===== src/rtl/hazard_control_unit_pkg.sv =====
// Shared types for the hazard/stall controller: shadow pipeline entry layout,
// stall reason encodings and the per-cycle pipeline decision.
package hazard_control_unit_pkg;

    localparam int RegAddrW = 5;
    localparam int EntryW   = 7;

    typedef enum logic [1:0] {
        ReasonNone     = 2'd0,
        ReasonLoadUse  = 2'd1,
        ReasonJalr     = 2'd2,
        ReasonMemStall = 2'd3
    } stallReason_e;

    // {rd, wr, ld}: destination register, writes rd, is a load
    typedef struct packed {
        logic [RegAddrW-1:0] rd;
        logic                wr;
        logic                ld;
    } shadowEntry_t;

    localparam shadowEntry_t EmptyEntry = '{rd: 5'd0, wr: 1'b0, ld: 1'b0};

    typedef enum logic [1:0] {
        DecRun,
        DecHazard,
        DecBranch,
        DecFreeze
    } decision_e;

    // x0 is never a real producer, so an entry with rd==0 never matches.
    function automatic logic entryHits(input shadowEntry_t e, input logic [RegAddrW-1:0] addr);
        return (e.rd != 5'd0) && (e.rd == addr);
    endfunction

endpackage


===== src/rtl/hazard_control_unit_shadow_stage.sv =====
// One slot of the private destination-tracking pipeline (used as EX and MEM).
// Reset or clear empties the slot; load captures a new entry; otherwise it holds.
module hazard_shadow_stage
    import hazard_control_unit_pkg::*;
(
    input  logic         clk_i,
    input  logic         rst_i,
    input  logic         loadEn,
    input  logic         clearEn,
    input  shadowEntry_t entryD,
    output shadowEntry_t entryQ
);

    always_ff @(posedge clk_i) begin
        if (rst_i || clearEn) begin
            entryQ <= EmptyEntry;
        end else if (loadEn) begin
            entryQ <= entryD;
        end
    end

endmodule


===== src/rtl/hazard_control_unit.sv =====
// Stall/flush controller: detects load-use and jalr-rs1 hazards from a shadow of
// the EX/MEM destinations, prioritises mem-stall > branch > hazard > run.
module hazard_control_unit
    import hazard_control_unit_pkg::*;
#(
    parameter int CNT_W = 16
) (
    input  logic             clk_i,
    input  logic             rst_i,
    input  logic [4:0]       RS1addr_ID_i,
    input  logic [4:0]       RS2addr_ID_i,
    input  logic             UseRS1_ID_i,
    input  logic             UseRS2_ID_i,
    input  logic             IsJalr_ID_i,
    input  logic [4:0]       RDaddr_ID_i,
    input  logic             RegWrite_ID_i,
    input  logic             MemRead_ID_i,
    input  logic             BranchTaken_EX_i,
    input  logic             MemStall_i,
    output logic             PCWrite_o,
    output logic             IFIDWrite_o,
    output logic             IDEXBubble_o,
    output logic             IFIDFlush_o,
    output logic             Freeze_o,
    output logic [1:0]       StallReason_o,
    output logic [CNT_W-1:0] StallCnt_o,
    output logic [CNT_W-1:0] FlushCnt_o,
    output shadowEntry_t     ShadowEX_o,
    output shadowEntry_t     ShadowMEM_o
);

    shadowEntry_t exEntry;
    shadowEntry_t memEntry;
    shadowEntry_t idEntry;
    logic         loadUse;
    logic         jalrHazard;
    logic         advance;
    decision_e    decision;

    always_comb begin
        loadUse    = exEntry.ld &
                     ((UseRS1_ID_i & entryHits(exEntry, RS1addr_ID_i)) |
                      (UseRS2_ID_i & entryHits(exEntry, RS2addr_ID_i)));
        // jalr needs rs1 in ID: an EX producer is not forwardable yet, nor is a load in MEM
        jalrHazard = IsJalr_ID_i &
                     ((exEntry.wr & entryHits(exEntry, RS1addr_ID_i)) |
                      (memEntry.ld & entryHits(memEntry, RS1addr_ID_i)));
        if (MemStall_i) begin
            decision = DecFreeze;
        end else if (BranchTaken_EX_i) begin
            decision = DecBranch;
        end else if (loadUse || jalrHazard) begin
            decision = DecHazard;
        end else begin
            decision = DecRun;
        end
    end

    always_comb begin
        PCWrite_o     = 1'b1;
        IFIDWrite_o   = 1'b1;
        IDEXBubble_o  = 1'b0;
        IFIDFlush_o   = 1'b0;
        Freeze_o      = 1'b0;
        StallReason_o = ReasonNone;
        case (decision)
            DecFreeze: begin
                PCWrite_o     = 1'b0;
                IFIDWrite_o   = 1'b0;
                Freeze_o      = 1'b1;
                StallReason_o = ReasonMemStall;
            end
            DecBranch: begin
                IFIDFlush_o  = 1'b1;
                IDEXBubble_o = 1'b1;
            end
            DecHazard: begin
                PCWrite_o     = 1'b0;
                IFIDWrite_o   = 1'b0;
                IDEXBubble_o  = 1'b1;
                StallReason_o = loadUse ? ReasonLoadUse : ReasonJalr;
            end
            default: ;
        endcase
        if (rst_i) begin
            PCWrite_o     = 1'b0;
            IFIDWrite_o   = 1'b0;
            IDEXBubble_o  = 1'b1;
            IFIDFlush_o   = 1'b0;
            Freeze_o      = 1'b0;
            StallReason_o = ReasonNone;
        end
    end

    assign advance = !rst_i && (decision != DecFreeze);
    assign idEntry = '{rd: RDaddr_ID_i, wr: RegWrite_ID_i, ld: MemRead_ID_i};

    hazard_shadow_stage exStage (
        .clk_i   (clk_i),
        .rst_i   (rst_i),
        .loadEn  (advance && (decision == DecRun)),
        .clearEn (advance && (decision == DecBranch || decision == DecHazard)),
        .entryD  (idEntry),
        .entryQ  (exEntry)
    );

    hazard_shadow_stage memStage (
        .clk_i   (clk_i),
        .rst_i   (rst_i),
        .loadEn  (advance),
        .clearEn (1'b0),
        .entryD  (exEntry),
        .entryQ  (memEntry)
    );

    assign ShadowEX_o  = exEntry;
    assign ShadowMEM_o = memEntry;

    always_ff @(posedge clk_i) begin
        if (rst_i) begin
            StallCnt_o <= '0;
            FlushCnt_o <= '0;
        end else begin
            if (decision == DecHazard && StallCnt_o != {CNT_W{1'b1}}) begin
                StallCnt_o <= StallCnt_o + CNT_W'(1);
            end
            if (decision == DecBranch && FlushCnt_o != {CNT_W{1'b1}}) begin
                FlushCnt_o <= FlushCnt_o + CNT_W'(1);
            end
        end
    end

endmodule


===== config.mk =====
export PLATFORM = sky130hd
export DESIGN_NAME = hazard_control_unit
export DESIGN_NICKNAME = d
export VERILOG_FILES = /design/src/rtl/hazard_control_unit_pkg.sv /design/src/rtl/hazard_control_unit_shadow_stage.sv /design/src/rtl/hazard_control_unit.sv
export SDC_FILE = /design/constraint.sdc
export NUM_CORES = 1
export LEC_CHECK = 0
export CORE_MARGIN = 5
export CORE_UTILIZATION = 44
export DETAILED_ROUTE_END_ITERATION = 16
export PLACE_DENSITY = 0.79
export SYNTH_ARGS = -nofsm -noshare
export SYNTH_HDL_FRONTEND = slang
export SYNTH_SLANG_ARGS = --single-unit

===== constraint.sdc =====
create_clock -name clk_i -period 3.3 [get_ports clk_i]
set_input_delay 0.66 -clock clk_i [delete_from_list [all_inputs] [get_ports clk_i]]
set_output_delay 0.66 -clock clk_i [all_outputs]
set_load 0.01 [all_outputs]

After elaboration in Yosys (flattened, before gate mapping):

Cells that the tools add are included.

* input port bits: 24
* RAM bits: 0
* bits in read-only memories: 0
* register bits after elaboration: 46
* latch bits: 0
* memories: 0

* eq/ne operators: 9
* add/sub/neg operators: 2
* div/mod/pow operators: 0
* shift-type cells: 0
* order comparisons: 0
* multiply operators: 0
* reduce and logical (&&, ||, !) cells: 17
* muxes and demuxes: 14
* bitwise operators: 8

Operators by type and width (count)
* adder 16 x 1 -> 16 bit (second input constant): 2
* inequality test 16 bit (second input constant): 2
* equality test 5 bit: 3
* nonzero test 5 bit: 2
* two-way mux 1 bit: 9
* logical AND 1 bit: 8
* two-way mux 2 bit: 4
* AND 1 bit: 6
* equality test 2 bit (second input constant): 2
* case mux 2 bit (2 select lines): 1
* OR reduction 2 bit: 2
* logical OR 1 bit: 3
* equality test 2 x 1 -> 1 bit (second input constant): 1
* logical NOT 2 bit: 1
* inequality test 2 bit (second input constant): 1
* bitwise OR 1 bit: 2
* logical NOT 1 bit: 1

Longest topological paths before layout:

Gate-level depths: netlist of run 1.

* depth after elaboration: 13
* mapped depth: 12

Modules after synthesis:

Synthesis of run 1 repeated with hierarchy kept, for this count alone.

* cell total of the unflattened synthesis: 277
* area, all modules: 2357.3 µm²

Modules (own cells, without submodules)
* hazard_control_unit: area each 1851.8 µm², times used 1, cells an instance 229, seq. area each 640.6 µm²
* hazard_shadow_stage: area each 252.7 µm², times used 2, cells an instance 24, seq. area each 140.1 µm²

Least setup slack after synthesis of run 1:

Ideal clock, no wire load.

* path kind: in2out
* start point: in RS2addr_ID_i[2]
* end point: out StallReason_o[0]
* stages on the path: 10
* required time: 2.640 ns
* arrival time: 2.492 ns
* path slack: 0.148 ns
* cell sequence: xor2_1 > nor4_1 > and3_1 > o211a_4 > o41ai_4 > inv_1 > ha_1 > clkbuf_1 > a21oi_1 > nor3_1

* word-level cells in the longest chain between the ends: 12
* elaborated cells on any way between the ends: 14

RTL lines
* start: declaration: RTL line hazard_control_unit.sv:11 `input logic [4:0] RS2addr_ID_i,`
* equality test 5 bit *: RTL line hazard_control_unit_pkg.sv:33 `return (e.rd != 5'd0) && (e.rd == addr);`
* logical AND 1 bit *: RTL line hazard_control_unit_pkg.sv:33
* AND 1 bit *: RTL line hazard_control_unit.sv:43 `(UseRS2_ID_i & entryHits(exEntry, RS2addr_ID_i)));`
* bitwise OR 1 bit *: RTL line hazard_control_unit.sv:42 `((UseRS1_ID_i & entryHits(exEntry, RS1addr_ID_i)) |`
* AND 1 bit *: RTL line hazard_control_unit.sv:41 `loadUse = exEntry.ld &`
* logical OR 1 bit: RTL line hazard_control_unit.sv:52 `end else if (loadUse || jalrHazard) begin`
* two-way mux 1 bit: RTL line hazard_control_unit.sv:52
* two-way mux 2 bit: RTL line hazard_control_unit.sv:50 `end else if (BranchTaken_EX_i) begin`
* two-way mux 2 bit: RTL line hazard_control_unit.sv:48 `if (MemStall_i) begin`
* equality test 2 x 1 -> 1 bit or equality test 2 bit (tied branches): RTL line hazard_control_unit.sv:66 `case (decision)`
* case mux 2 bit (2 select lines) *: RTL line hazard_control_unit.sv:66
* two-way mux 2 bit *: RTL line hazard_control_unit.sv:85 `if (rst_i) begin`
* end: declaration: RTL line hazard_control_unit.sv:25 `output logic [1:0] StallReason_o,`

Mark *: on every way between the ends. The rest lies on a longest branch, timed or not.

Worst setup path in the final report of run 1:

* start point: in RS2addr_ID_i[4]
* end point: out StallReason_o[0]

The elaborated chain is that of the path after synthesis.

==> impl_metrics.yaml, run 1 <==
critical_path:
  endpoint_kind: "output port"
  start_kind: "input pin"
  r2r_cells: 13
  cp.arrival_ns: 2.55
  crit_fanout: 3
  crit_start: "RS2addr_ID_i[4]"
  cp.required_ns: 2.64
  rr_endpoint: "FlushCnt_o[15]"
  reg2reg_slack_ns: 0.37
  crit_end: "StallReason_o[0]"
  critPathKind: "in -> out"
  reg2reg_from: "exStage.entryQ[6]"
final_layout:
  drive_gt1_share_pct: 15.7
  instances_no_fill: 440
  multi_input_area_mm2: 0.00142
  layout_commonest_cell: "clkdlybuf4s50_1"
  n_antenna_cell: 0
  fillCellCount: 420
  area_growth_pct: 50.7
  post-route-util_pct: 68.4
  fin_nets: 400
  regArea_um2: 921
  final_cell_mix: "58 x clkdlybuf4s50_1, 54 x nor2_1, 46 x dfxtp_1"
synth:
  synthesis.nets: 298
  syn_inst: 267
  avgSynthCellArea_um2: 8.68
  yosys_most_used_dff: "dfxtp_1"
  synth-simple-area-share_pct: 28.6
  synth_warnings: 0
  synth-xor-area-share_pct: 15.1
  synthMuxAreaShare_pct: 3.45
  synthAdderAreaFrac_pct: 3.78
  synth_top_family_by_area: "simple AND/OR/NAND/NOR gates"
  synth_compound_area_share_pct: 6.91
  synthTopCellsByArea: "dfxtp_1 40%, nor2_1 8.7%, xnor2_1 8.7%"
  synth.distinct_cells: 36
  synth_edf_count: 0
  synth_top_area_share_pct: 39.7
  ys_async_sr_fraction_pct: 0
  ys_seq_elements: 46
  synth-seq-area-share_pct: 39.7
  yosysTopAreaCell: "dfxtp_1"
  syn_area_mm2: 0.00232
global_routing:
  antenna_found_initial: 0
  overflow: 0
  grt_pass1_vias: 2222
  grt_start_max_net_pins: 31
  grt_usage_pct: 19.3
  grt_pass1_wl_um: 10400
clock_network:
  clkTransAtPathRegs_ns: 0.08
  root_buffer: "clkbuf_8"
  cts_tree: "done"
  cts_inserted_buffers: 5
  cts_hold_buf: 0
  h-tree-depth: 2
  clkLatencyLatePin_ns: 0.29
  clock_path_buffers: 2
  cts_num_sinks: 46
sta:
  worst_slew_margin_rel_pct: 70.0
  max_freq_ghz: 0.312
  slew_viol_final: 0
  finalCritPeriodShare_pct: 97.2
  grt_setup_unrepaired: "yes"
  min_period_ns: 3.21
  tightest_slew_ns: 0.448
  timing_hold_violations_final: 0
  skew_ns: 0.00816
  setup_viol: 0
route:
  drtIter0Drc: 86
  final_antenna_net_count: 0
  vias_per_cell: 4.96
  wl_um: 6080
  drt-pass1-iter-count: 4
  post-route-drc-count: 0
  vias: 2182
  wl_per_cell_um: 13.8
power_and_ir_drop:
  leakage_nw: 1.39
  p_sw_mw: 0.245
  clock_power_share_pct: 32.4
  ir_worst_vdd_uv: 258
  p_sw_share_pct: 23.3
  combPwrFrac_pct: 13.6
  p_int_mw: 0.808
  p_seq_share_pct: 53.9
  p_per_area_mw_per_mm2: 301
placed_design:
  gp_congestion: 0.851
  place_hpwl_um: 4630
  placed_cells: 429
  port_buffers: 76
worst_hold_path:
  hp-class: "reg -> reg"
run:
  maxCapViolCount: 0
floorplanning:
  start_util_pct: 45.4
  rows: 26
  dieArea_mm2: 0.00682
  die-width_um: 82.6
  ios: 77
  chipHeight_um: 82.6
  core_mm2: 0.00511
outcome:
  status: "finished clean"
==> cells by family (layout without fill, tap and decap cells) <==
logic type,count (synthesis),after routing
fa+ha+maj,7,7
xor+xnor,40,40
flops,46,46
mux,8,8
simple gates,133,133
buf+inv,14,117
compound gates,19,19
==> sequential cells by signal (all words and copies together) (netlist names) <==
name	count
FlushCnt_o	16
StallCnt_o	16
exStage.entryQ	7
memStage.entryQ	7
==> power by group through the flow <==
stage	sequential (mW)	combinational [mW]	clock [mW]
after floorplan	0.583	0.0607	0
after global placement	0.581	0.136	0
after detailed placement	0.581	0.139	0
after CTS	0.568	0.140	0.351
after global routing	0.569	0.159	0.371
final	0.568	0.144	0.341
==> per-layer routing <==
metal  wire length, um  vias up  track usage, %
met5                 0        -               0
met4                58        0            4.41
met3               213        6            4.34
met2              3000       42            33.7
met1              2810     1015            24.1
li1                  -     1119               -
==> cell type report <==
type	count	share of cell area [%]
flip-flops and latches	46	26.4
inverters	6	0.645
clock buffers	7	2.47
multi-input cells	207	40.7
clock inverters	1	0.143
well taps	70	2.51
repair buffers	103	27.2
==> worst max-delay path, cell delays in order <==
cell and delay [ns]:
dlygate4sd2_1 0.25, xor2_2 0.17, nor4_2 0.06, and3_1 0.18, o211a_4 0.26, o41ai_4 0.32
inv_2 0.12, ha_4 0.19, a21oi_4 0.15, nor3_2 0.05, buf_2 0.15
==> repair_timing <==
item / in CTS / in global routing
buffers inserted: 1 / 2
resized for setup: 34 / 15
pin swaps: 4 / 8
endpoints found under the setup margin: 17 / 15
==> stage by stage <==
stage	total power, mW	setup slack [ns]	area [um^2]	hold slack, ns	TNS (ns)
after floorplan	0.644	0.148	2320	0.508	0
after global placement	0.717	-0.592	3310	0.483	-6.73
after detailed placement	0.720	-0.622	3310	0.489	-9.24
after CTS	1.06	-0.0350	3410	0.502	-0.0356
after global routing	1.10	-0.0244	3490	0.519	-0.0333
final	1.05	0.0927	3490	0.506	0
==> cell usage after synthesis (2+ instances only) <==
library cell	number
a21oi_1	3
a22oi_1	7
and3_1	4
and4_1	4
clkbuf_1	7
dfxtp_1	46
ha_1	7
inv_1	6
mux2i_1	8
nand2_1	16
nand2b_1	3
nand3_1	12
nand4_1	10
nor2_1	54
nor2b_1	3
nor3_1	14
nor3b_1	3
nor4_1	3
o21ai_1	2
xnor2_1	23
xor2_1	17
==> worst min path at each step <==
stage | startpoint | end | slack (ns) | cells after the start
after detailed placement | StallCnt_o[1] | StallCnt_o[1] | 0.49 | 2
final | StallCnt_o[1] | StallCnt_o[1] | 0.51 | 2
after CTS | StallCnt_o[1] | StallCnt_o[1] | 0.50 | 2
after global placement | StallCnt_o[1] | StallCnt_o[1] | 0.48 | 2
after global routing | StallCnt_o[1] | StallCnt_o[1] | 0.52 | 2
after floorplan | StallCnt_o[1] | StallCnt_o[1] | 0.51 | 2
Note: power is estimated with default switching activity, not from simulation.
==> run 2: changes to the inputs <==
--- a/config.mk
+++ b/config.mk
@@ -5,10 +5,13 @@
 export SDC_FILE = /design/constraint.sdc
 export NUM_CORES = 1
 export LEC_CHECK = 0
+export CELL_PAD_IN_SITES_DETAIL_PLACEMENT = 1
+export CELL_PAD_IN_SITES_GLOBAL_PLACEMENT = 1
 export CORE_MARGIN = 5
-export CORE_UTILIZATION = 44
+export CORE_UTILIZATION = 33
 export DETAILED_ROUTE_END_ITERATION = 16
-export PLACE_DENSITY = 0.79
+export PLACE_DENSITY = 0.81
 export SYNTH_ARGS = -nofsm -noshare
 export SYNTH_HDL_FRONTEND = slang
+export SYNTH_HIERARCHICAL = 1
 export SYNTH_SLANG_ARGS = --single-unit
==> impl_metrics.yaml, run 2 <==
outcome:
  status: "finished clean"
sta:
  slew_viol_final: 0
  min_period_ns: 3.21
  worst_slew_margin_rel_pct: 64.4
  setup_viol: 0
  finalCritPeriodShare_pct: 97.2
  max_freq_ghz: 0.312
  setup_ws_ns: 0.0939
  tightest_slew_ns: 0.532
  timing_hold_violations_final: 0
  holdWs_ns: 0.515
  skew_ns: 0.00876
clock_network:
  cts_tree: "done"
  clkLatencyLatePin_ns: 0.30
  root_buffer: "clkbuf_8"
  cts_inserted_buffers: 5
  clkTransAtPathRegs_ns: 0.08
  clock_path_buffers: 2
  h-tree-depth: 2
  cts_num_sinks: 46
  cts_hold_buf: 0
route:
  vias_per_cell: 4.76
  met1_length_um: 3170
  top_layer: "met4"
  post-route-drc-count: 0
  route.met3.wl_um: 373
  drt-pass1-iter-count: 4
  wl_per_cell_um: 14.7
  final_antenna_net_count: 0
  wl_um: 6990
  wl_met2_um: 3350
  drtIter0Drc: 76
  vias: 2271
critical_path:
  worst_path_max_delay_cell: "o41ai_4"
  cp.required_ns: 2.64
  critPathKind: "in -> out"
  cp.arrival_ns: 2.55
  cp_slowest_stage_delay_ns: 0.37
  critPathBufInv: 3
  path_delay_family: "compound AO/OA/AOI/OAI gates"
  crit_start: "RS2addr_ID_i[2]"
  crit_fanout: 3
  endpoint_kind: "output port"
  reg2reg_from: "exStage/entryQ[4]"
  start_kind: "input pin"
  cp_cell_sequence: "clkdlybuf4s15_1 -> xor2_1 -> nor4_1 -> and3_4 -> o211a_4 -> o41ai_4 -> inv_2 -> ha_4 -> a21oi_2 -> nor3_2 -> buf_2"
synth:
  synth_top_area_share_pct: 39.1
  synth_warnings: 6
  synth-seq-area-share_pct: 39.1
  yosysTopAreaCell: "dfxtp_1"
  yosysMostFrequentCell: "nor2_1"
  avgSynthCellArea_um2: 8.51
  ys_top_cells_by_count: "61 x nor2_1, 46 x dfxtp_1, 21 x xor2_1, 18 x xnor2_1, 17 x nand2_1"
  ys_seq_elements: 46
  syn_area_mm2: 0.00236
  ys_async_sr_fraction_pct: 0
  yosys_most_used_dff: "dfxtp_1"
  synth.distinct_cells: 39
  syn_inst: 277
  synthTopCellsByArea: "dfxtp_1 39%, nor2_1 9.7%, xor2_1 7.8%"
  synth_edf_count: 0
  synthesis.nets: 308
final_layout:
  regArea_um2: 922
  post-route-util_pct: 52.4
  layout_commonest_cell: "nor2_1"
  final_area_mm2: 0.00360
  drive_gt1_share_pct: 17.6
  fin_nets: 411
  area_growth_pct: 52.8
  fillCellCount: 827
  n_antenna_cell: 0
  reg_top3: "FlushCnt_o: 16 flops, StallCnt_o: 16 flops"
  final_cell_mix: "59 x nor2_1, 58 x clkdlybuf4s50_1, 45 x dfxtp_1"
  multi_input_area_mm2: 0.00146
floorplanning:
  rows: 30
  die-width_um: 94.5
  start_util_pct: 34.3
  ios: 77
  dieArea_mm2: 0.00893
  core_mm2: 0.00687
  chipHeight_um: 94.5
placed_design:
  port_buffers: 76
  place_hpwl_um: 5530
  post_dp_cell_area_mm2: 0.00342
  gp_congestion: 0.813
  place_ws_ns: -0.645
worst_hold_path:
  hold_path.startpoint: "StallCnt_o[1]"
  hp-class: "reg -> reg"
power_and_ir_drop:
  ir_worst_vdd_uv: 197
  leakage_nw: 1.36
  total_power_mw: 1.13
  p_per_area_mw_per_mm2: 315
global_routing:
  overflow: 0
  grt_start_max_net_pins: 18
  grt_pass1_vias: 2381
  grt_usage_pct: 15.8
  antenna_found_initial: 0
  grt_pass1_wl_um: 11300
run:
  maxCapViolCount: 0
## run 2: cell count changes in the layout (fill, tap and decap cells not counted), sizes merged, moves of 3 or more
cell           before  now
clkdlybuf4s15       1    5
a22oi               7    0
xnor2              23   18
buf                32   35
dlygate4sd2         3    0
clkbuf              8   13
nor3b               4    1
mux2i               8   16
nor2               54   61
dlymetal6s2s        8    2
or2                 1    4
nor3               14    9
xor2               17   21
## run 2: worst register-to-register path, cell delays in order, from the launching register on
cell and delay, ns:
dfxtp_1 0.47, xor2_1 0.19, nor4_1 0.08, and3_4 0.15, o211a_4 0.24, o41ai_4 0.37
buf_4 0.20, ha_4 0.13, inv_1 0.05, buf_4 0.13, nor3_1 0.23, o21ai_0 0.24
nor2_1 0.18, xnor2_1 0.14, nor2_1 0.06
## run 2: what timing repair did
item | in CTS | in global routing
pin swaps | 8 | 13
setup endpoints to repair | 9 | 8
gates resized for setup | 47 | 26
setup buffers | 3 | 0
## run 2: layout make-up
cell class | instances | share of cell area [%]
multi-input cells | 213 | 40.6
repair buffers | 106 | 26.7
flip-flops and latches | 46 | 25.6
well taps | 96 | 3.33
clock buffers | 7 | 2.12
clock inverters | 1 | 0.834
inverters | 8 | 0.834
## run 2: per-stage QoR
step	instances	TNS [ns]
3_3_place_gp	466	-5.23
6_report	477	0
3_5_place_dp	466	-8.06
2_1_floorplan	277	0
5_1_grt	477	-0.0167
4_1_cts	477	0
## run 2: layer usage
layer | global-route usage [%] | up-vias
li1 | - | 1136
met1 | 19.4 | 1069
met2 | 27.7 | 61
met3 | 2.79 | 5
met4 | 5.53 | 0
met5 | 0 | -
## run 2: logic make-up after synthesis
logic type                 after synthesis  synth area share, %
and+or+nand+nor                        134                 26.9
DFF                                     46                 39.1
xor gates and xnor gates                39                 14.5
buffers and inverters                   18                 3.24
AOI/OAI and AO/OA                       16                 5.63
muxes                                   16                 6.79
adders and majority gates                7                 3.72
other                                    1                0.159
## run 2: worst paths after layout
check | end | slack (ns) | depth (start not counted)
worst max register to register | FlushCnt_o[8] | 0.37 | 14
worst min register to register | StallCnt_o[1] | 0.51 | 2
worst min-delay path | StallCnt_o[1] | 0.51 | 2
worst max-delay path | StallReason_o[0] | 0.09 | 11
## run 2: report_power, final
part	internal, mW	switching (mW)	leakage, nW
clock	0.227	0.183	0.0524
sequential	0.560	0.00825	0.372
combinational	0.0863	0.0702	0.937
total	0.873	0.261	1.36
==> run 3: changes to the inputs <==
--- a/config.mk
+++ b/config.mk
@@ -5,12 +5,10 @@
 export SDC_FILE = /design/constraint.sdc
 export NUM_CORES = 1
 export LEC_CHECK = 0
-export CELL_PAD_IN_SITES_DETAIL_PLACEMENT = 1
-export CELL_PAD_IN_SITES_GLOBAL_PLACEMENT = 1
 export CORE_MARGIN = 5
-export CORE_UTILIZATION = 33
+export CORE_UTILIZATION = 44
 export DETAILED_ROUTE_END_ITERATION = 16
-export PLACE_DENSITY = 0.81
+export PLACE_DENSITY = 0.79
 export SYNTH_ARGS = -nofsm -noshare
 export SYNTH_HDL_FRONTEND = slang
 export SYNTH_HIERARCHICAL = 1
==> impl_metrics.yaml, run 3 (synthesis results as in run 2) <==
outcome:
  status: "finished clean"
critical_path:
  cp_slowest_stage_delay_ns: 0.49
  start_kind: "input pin"
  cp.arrival_ns: 2.56
  cp.required_ns: 2.64
  crit_fanout: 3
  reg2reg_from: "exStage/entryQ[2]"
  critPathKind: "in -> out"
  path_delay_family: "buffers and inverters"
  worst_path_max_delay_cell: "clkdlybuf4s50_1"
  endpoint_kind: "output port"
  critPathBufInv: 4
  crit_start: "IsJalr_ID_i"
  cp_cell_sequence: "clkdlybuf4s50_1 -> o2111ai_2 -> nor3_2 -> buf_4 -> o41ai_4 -> inv_2 -> ha_4 -> nand2b_4 -> a211oi_2 -> buf_2"
clock_network:
  cts_tree: "done"
  clock_path_buffers: 2
  cts_num_sinks: 46
  h-tree-depth: 2
  cts_inserted_buffers: 5
  cts_hold_buf: 0
  clkTransAtPathRegs_ns: 0.09
  clkLatencyLatePin_ns: 0.30
  root_buffer: "clkbuf_8"
global_routing:
  met1_usage_pct: 24.2
  antenna_found_initial: 0
  grt_start_max_net_pins: 24
  grt_pass1_vias: 2304
  grtUsageMet3_pct: 3.76
  globalRoute.busiestLayer: "met2"
  grt_usage_pct: 18.7
  grt_pass1_wl_um: 10900
  use_met2_pct: 31.3
  overflow: 0
final_layout:
  instances_no_fill: 450
  regArea_um2: 922
  drive_gt1_share_pct: 18.2
  reg_top3: "FlushCnt_o: 16 flops, StallCnt_o: 16 flops"
  area_growth_pct: 50.4
  post-route-util_pct: 69.0
  fin_nets: 410
  layout_commonest_cell: "nor2_1"
  final_cell_mix: "61 x nor2_1, 59 x clkdlybuf4s50_1, 45 x dfxtp_1"
  fillCellCount: 438
  n_antenna_cell: 0
  multi_input_area_mm2: 0.00146
sta:
  fin_setup_tns_ns: 0
  setup_viol: 0
  min_period_ns: 3.22
  slew_viol_final: 0
  max_freq_ghz: 0.311
  timing_hold_violations_final: 0
  skew_ns: 0.00608
  finalCritPeriodShare_pct: 97.6
  setup_ws_ns: 0.0796
power_and_ir_drop:
  p_sw_share_pct: 26.2
  p_seq_share_pct: 52.5
  p_int_mw: 0.799
  total_power_mw: 1.08
  p_per_area_mw_per_mm2: 305
  clock_power_share_pct: 33.2
  combPwrFrac_pct: 14.3
  ir_worst_vdd_uv: 250
  leakage_nw: 1.34
  p_sw_mw: 0.284
worst_hold_path:
  hp-class: "reg -> reg"
  hold_path.startpoint: "memStage/entryQ[1]"
route:
  drtIter0Drc: 55
  final_antenna_net_count: 0
  wl_um: 6250
  drt-pass1-iter-count: 4
  vias_per_cell: 5.03
  post-route-drc-count: 0
  wl_per_cell_um: 13.9
  vias: 2262
floorplanning:
  chipHeight_um: 83.2
  rows: 26
  ios: 77
  core_mm2: 0.00514
  die-width_um: 83.2
  start_util_pct: 45.9
  dieArea_mm2: 0.00692
run:
  maxCapViolCount: 0
placed_design:
  place_hpwl_um: 4710
  place_ws_ns: -0.694
  gp_congestion: 0.816
  placed_cells: 440
  port_buffers: 76
run 3: cell count changes in the layout (fill, tap and decap cells not counted), moves of 2 or more:
cell,change
clkbuf_1,-2
nor2_1,+2
clkdlybuf4s15_1,-3
nor2_2,-2
clkdlybuf4s15_2,+2
run 3: power groups by stage:
stage	Sequential, mW	Clock [mW]	Combinational [mW]
after global routing	0.570	0.399	0.167
final	0.569	0.359	0.155
after CTS	0.569	0.372	0.153
after detailed placement	0.582	0	0.150
after floorplan	0.583	0	0.0612
after global placement	0.581	0	0.147
run 3: cell type report:
| type | instances | share of cell area, % |
|---|---|---|
| sequential | 46 | 26.0 |
| inverter | 8 | 0.847 |
| clock inverter | 3 | 0.706 |
| timing repair buffer | 105 | 26.7 |
| tap | 70 | 2.47 |
| clock buffer | 5 | 1.94 |
| multi-input combinational | 213 | 41.3 |
run 3: what timing repair did:
action / in CTS / in global routing
pin swaps: 9 / 12
buffers inserted: 2 / 0
gates resized for setup: 52 / 21
setup endpoints to repair: 9 / 9
run 3: worst paths after layout:
check / to / slack, ns / depth (start not counted)
worst max register to register: FlushCnt_o[8] / 0.41 / 14
worst min register to register: memStage/entryQ[1] / 0.52 / 2
worst min-delay path: memStage/entryQ[1] / 0.52 / 2
worst max-delay path: StallReason_o[1] / 0.08 / 10
run 3: worst register-to-register path: stages (launching register included):
cell and delay (ns):
dfxtp_1 0.51, xnor2_1 0.12, nand4_1 0.15, nor2_1 0.08
o211a_4 0.26, o41ai_4 0.33, buf_4 0.21, ha_4 0.14
inv_1 0.05, buf_4 0.12, nor3_1 0.24, o21ai_0 0.23
nor2_1 0.16, xnor2_1 0.13, nor2_1 0.05
run 3: per-layer routing:
layer,wire (um),vias up
met5,0,-
li1,-,1137
met2,2970,65
met4,110,0
met1,2870,1050
met3,301,10
run 3: stage by stage:
step           hold slack (ns)  instance area (um^2)
6_report                 0.517                  3550
4_1_cts                  0.516                  3550
3_3_place_gp             0.476                  3390
3_5_place_dp             0.501                  3390
5_1_grt                  0.551                  3550
2_1_floorplan            0.508                  2360
